File: src/rtl/fp32_skid_stage.sv
// fp32_skid_stage: registered valid/ready stage with a 2-entry skid buffer
// for FP32 operands, presenting each operand with registered class flags.
//
// Ports:
//   clk, rst            clock, synchronous active-high reset
//   in_valid/in_ready   upstream handshake (in_ready is a flop)
//   in_data             FP32 bit pattern from upstream
//   out_valid/out_ready downstream handshake
//   out_data            registered operand
//   out_is_zero/inf/nan/denorm  registered class flags for out_data
module fp32_skid_stage #(
   parameter int WIDTH = 32
) (
   input  logic             clk,
   input  logic             rst,
   input  logic             in_valid,
   output logic             in_ready,
   input  logic [WIDTH-1:0] in_data,
   output logic             out_valid,
   input  logic             out_ready,
   output logic [WIDTH-1:0] out_data,
   output logic             out_is_zero,
   output logic             out_is_inf,
   output logic             out_is_nan,
   output logic             out_is_denorm
);

   localparam logic [1:0] S_EMPTY = 2'd0;
   localparam logic [1:0] S_ONE   = 2'd1;
   localparam logic [1:0] S_TWO   = 2'd2;

   // flag vector order: {zero, inf, nan, denorm}
   function automatic logic [3:0] classify(input logic [30:0] d);
      logic [7:0]  e;
      logic [22:0] m;
      e = d[30:23];
      m = d[22:0];
      classify = {(e == 8'h00) && (m == 23'd0),
                  (e == 8'hFF) && (m == 23'd0),
                  (e == 8'hFF) && (m != 23'd0),
                  (e == 8'h00) && (m != 23'd0)};
   endfunction

   logic [1:0]       state;
   logic [WIDTH-1:0] main_data;
   logic [3:0]       main_flags;
   logic [WIDTH-1:0] skid_data;
   logic [3:0]       skid_flags;
   logic             in_ready_q;
   logic             out_valid_q;
   logic [3:0]       in_flags;
   logic             accept;
   logic             drain;

   assign in_flags = classify(in_data[30:0]);
   assign accept   = in_valid & in_ready_q;
   assign drain    = out_valid_q & out_ready;

   always_ff @(posedge clk) begin
      if (rst) begin
         state       <= S_EMPTY;
         out_valid_q <= 1'b0;
         in_ready_q  <= 1'b1;
         main_data   <= '0;
         main_flags  <= '0;
         skid_data   <= '0;
         skid_flags  <= '0;
      end else begin
         unique case (state)
            S_EMPTY: begin
               if (accept) begin
                  main_data   <= in_data;
                  main_flags  <= in_flags;
                  out_valid_q <= 1'b1;
                  state       <= S_ONE;
               end
            end
            S_ONE: begin
               if (accept && drain) begin
                  main_data  <= in_data;
                  main_flags <= in_flags;
               end else if (accept) begin
                  skid_data  <= in_data;
                  skid_flags <= in_flags;
                  in_ready_q <= 1'b0;
                  state      <= S_TWO;
               end else if (drain) begin
                  // flags must read 0 while nothing is presented
                  out_valid_q <= 1'b0;
                  main_flags  <= '0;
                  state       <= S_EMPTY;
               end
            end
            S_TWO: begin
               if (drain) begin
                  main_data  <= skid_data;
                  main_flags <= skid_flags;
                  in_ready_q <= 1'b1;
                  state      <= S_ONE;
               end
            end
            default: begin
               state       <= S_EMPTY;
               out_valid_q <= 1'b0;
               in_ready_q  <= 1'b1;
               main_flags  <= '0;
            end
         endcase
      end
   end

   assign in_ready      = in_ready_q;
   assign out_valid     = out_valid_q;
   assign out_data      = main_data;
   assign out_is_zero   = main_flags[3];
   assign out_is_inf    = main_flags[2];
   assign out_is_nan    = main_flags[1];
   assign out_is_denorm = main_flags[0];

endmodule

File: config.mk
export PLATFORM = sky130hd
export DESIGN_NAME = fp32_skid_stage
export DESIGN_NICKNAME = d
export VERILOG_FILES = /design/src/rtl/fp32_skid_stage.sv
export SDC_FILE = /design/constraint.sdc
export NUM_CORES = 1
export LEC_CHECK = 0
export ABC_AREA = 1
export ABC_CLOCK_PERIOD_IN_PS = 1270
export BUFFER_PORTS_ARGS = -buffer_cell sky130_fd_sc_hd__buf_2
export CAP_MARGIN = 30
export CORE_UTILIZATION = 32
export DETAILED_ROUTE_END_ITERATION = 16
export PLACE_DENSITY_LB_ADDON = 0.25
export SYNTH_ARGS = -nofsm -noshare
export SYNTH_HDL_FRONTEND = slang
export SYNTH_SLANG_ARGS = --single-unit
File: constraint.sdc
create_clock -name clk -period 1.27 [get_ports clk]
set_input_delay 0.254 -clock clk [delete_from_list [all_inputs] [get_ports clk]]
set_output_delay 0.254 -clock clk [all_outputs]
set_load 0.01 [all_outputs]
==> results.md <==
- Status: complete, but fails checks
- Post-detailed-routing wire length: 9530 µm
- Post-synthesis instance total: roughly 430
- Most common cell in the synthesized netlist: nand2_1
- Core region area: 9370 µm²
- Post-layout util: 0.535
- Number of endpoints failing setup at the final stage: 61
- Leakage power total: approximately 2.1 nW
- GRT Resource Usage Total: 0.176
- Share of Yosys cell area claimed by the top area cell type: 0.484
- Xor and xnor area share after synthesis: 0
- Final worst-path cycle share: 1.06
- Overflow after GRT: 0
- Part of the power in the clock network: 0.231
- Final count of pins violating max slew: 0
- Number of filler instances in the final layout: 900
- Final setup skew: 8.14 ps
- Global-route wire length before repair: 14000 µm
- Share of synthesized area spent on multiplexers: 0
- Primary flip-flop cell chosen by synthesis mapping: dfxtp_1
- Main combinational cell family by area after synthesis: simple AND/OR/NAND/NOR gates
- VDD IR-drop max: 878 µV
- Critical path fanouts, max: 6
- Final Hold Vio Count: 0
- WL per Instance: 13.9 µm
- Largest area contributor in the synthesized netlist: dfxtp_1
- Number of synthesized flops with an enable pin: 0
- Post-route minimum period: around 1400 ps
- Setup repair after global routing missed its margin: true
- Number of levels in the clock H-tree: 3
- Hold_buf cts: 0
- Data required time of the worst path: 1510 ps
- Switching share of power: 0.341
- Gp weighted congestion: between 0.7 and 0.8
- Port Buffers: 73
- Number of warning messages in the yosys log: 0
- Average via count per standard cell: 4.81
- Compound-Gate Fraction of Synth Area: 0.205
- Effective utilization at floorplan: 0.335
- Avg Cell Area, Syn: 7.24 µm²
- Part of the power in combinational logic: 0.373
- TritonCTS buffer count: 9
- Sum of internal, switching and leakage power: 7.68 mW
- Data arrival time of the critical path: 1590 ps
- Area of the mapped netlist: 3140 µm²
- Power density over cell area: 1530 nW/µm²
- Horiz. Die Dim: ~100 µm
- Switching power: approximately 2.6 mW
- Largest cells by area after synthesis: dfxtp_1, nand2_1, nor2_1, a31oi_1, o21ai_1
- Nets@finish: 589
- Share of layout cells above drive strength 1: 0.423
- Type of destination of the critical path: flip-flop
- Number of top-level design ports: 74
- Number of diodes: 0
- Number of global-route vias before repair: 3000
- Later-pin clock latency in the skew report: 340 ps
- Clock tree from TritonCTS: done
- Register area share after synthesis: 0.484
- Die height: 101 µm
- Root Buffer Master: clkbuf_8
- Post-synthesis net count: 470
- CP Class: flip-flop to flip-flop
- Standard-cell row count: 35
- Remaining antenna violation count: 0
- # clock sinks: 76
- P_int: 5.06 mW
- Worst Tran Pin Value: 291 ps
- Synth cell count leaders: nand2_1, nor2_1, dfxtp_1
- Area growth from synthesis to layout: 59.5%
- Clk pin slew, worst setup/hold paths: approximately 80 ps
- Count of different cell masters after synthesis: 20
- Buffers from clock root to sink, at most: 2
- Remaining DRCs: 0
- First-pass iteration count of the detailed router: 5
- Max cap viols: 0
- Hold/Removal Path Class: primary input to flip-flop
- Violations in the final reports: setup timing
- Placed wire-length estimate after detailed placement: 5670 µm
- Number of flip-flops and latches in the synthesized netlist: 76
- Antenna violations before repair: 0
- Synthesized-area fraction occupied by and/or/nand/nor cells: 0.250
- Worst setup slack after layout: -82.1 ps
- Floorplan die area: just over 10000 µm²
- Post-synth ARST share: 0
- Seq pwr share: 0.396
- Largest net degree at the start of global routing: 49
- Max transition margin: 0.805
- Maximum frequency from static timing analysis: 740 MHz
- Routed vias: about 3300
- Adder and majority cell fraction of the synthesized area: 0
- Starting DRC count in detailed routing: 94
- Startpoint kind of the worst setup timing path: flip-flop
==> stage by stage <==
stage          hold WS (ps)  setup TNS (ps)  worst slack (ps)  std cells  instance area (µm²)
4_1_cts                 132           -1550             -47.5        678                 4310
5_1_grt                 168           -8010              -163        687                 5010
6_report                150           -3300             -82.1        687                 5010
3_3_place_gp            460           -5240              -109        656                 3970
3_5_place_dp            459           -6880              -128        656                 3970
2_1_floorplan           389               0              9.96        434                 3140
==> cell type report <==
| class | instances | area [µm²] | share of cell area |
|---|---|---|---|
| clock buffer | 11 | 131 | 0.0262 |
| clock inverter | 5 | 52.6 | 0.0105 |
| inverter | 13 | 76.3 | 0.0152 |
| multi-input combinational | 318 | 1940 | 0.387 |
| sequential | 76 | 1530 | 0.305 |
| tap | 129 | 161 | 0.0322 |
| timing repair buffer | 135 | 1120 | 0.224 |
==> per-layer routing <==
metal,track usage,vias up,wire [µm]
li1,-,1690,-
met1,0.216,1522,4360
met2,0.300,85,4560
met3,0.0492,8,517
met4,0.0546,0,93
met5,0,-,0
==> flip-flops by register name, indices dropped and copies added (netlist names) <==
| signal | flops |
|---|---|
| in_ready | 1 |
| main_flags | 4 |
| out_data | 32 |
| out_valid | 1 |
| skid_data | 32 |
| skid_flags | 4 |
| state | 2 |
==> timing repair <==
item / 4_1_cts / 5_1_grt
gates cloned: 2 / 6
resized for setup: 20 / 112
pin swaps: 1 / 8
buffers inserted: 4 / 3
endpoints found under the setup margin: 74 / 75
==> critical path: stages (launching register included) <==
cell and delay (ps):
dfxtp_4 380, inv_6 90, nand2_4 60, inv_4 60
nand2_4 60, nor2_4 140, clkinv_4 140, clkbuf_16 200
nor2_4 70, nor2_1 40
==> final timing paths <==
| check | from | endpoint | slack, ps | depth (start not counted) |
|---|---|---|---|---|
| worst min register to register | main_flags[2] | main_flags[2] | 470 | 2 |
| worst min-delay path | in_data[31] | skid_data[31] | 150 | 3 |
| worst max-delay path | state[1] | skid_data[12] | -80 | 9 |
| worst max register to register | state[1] | skid_data[12] | -80 | 9 |
==> cell families after synthesis <==
| family | after synthesis |
|---|---|
| compound gates | 119 |
| buf+inv | 40 |
| flops | 76 |
| simple gates | 199 |
==> power by group through the flow <==
stage / sequential (mW) / clock, mW / combinational, mW
2_1_floorplan: 3.14 / 0 / 0.928
3_3_place_gp: 3.02 / 0 / 1.84
3_5_place_dp: 3.03 / 0 / 1.87
4_1_cts: 3.00 / 1.83 / 2.16
5_1_grt: 3.09 / 1.93 / 3.07
6_report: 3.04 / 1.77 / 2.86
==> cells in the final DEF (no fill, tap or decap), types with 3 or more instances in the layout <==
cell       netlist  routed
a21oi_1         13      10
a21oi_2          0       3
a31oi_1         32      20
a31oi_4          0      12
buf_12           0      11
buf_2           11      73
buf_4            0      39
buf_6            3       3
clkbuf_16        0       5
clkbuf_8         0       9
clkinv_2         0       3
dfxtp_1         76      74
inv_1            6       4
inv_2            6       4
nand2_1        101      98
nand2_4          0       3
nand3_1          5       5
nor2_1          87      55
nor2_2           0      12
nor2_4           1      21
o21ai_0         33      30
o21ai_1         38      21
o21ai_2          2      17
o21ai_4          0       5
No activity file was read; power rests on OpenSTA's default activity.
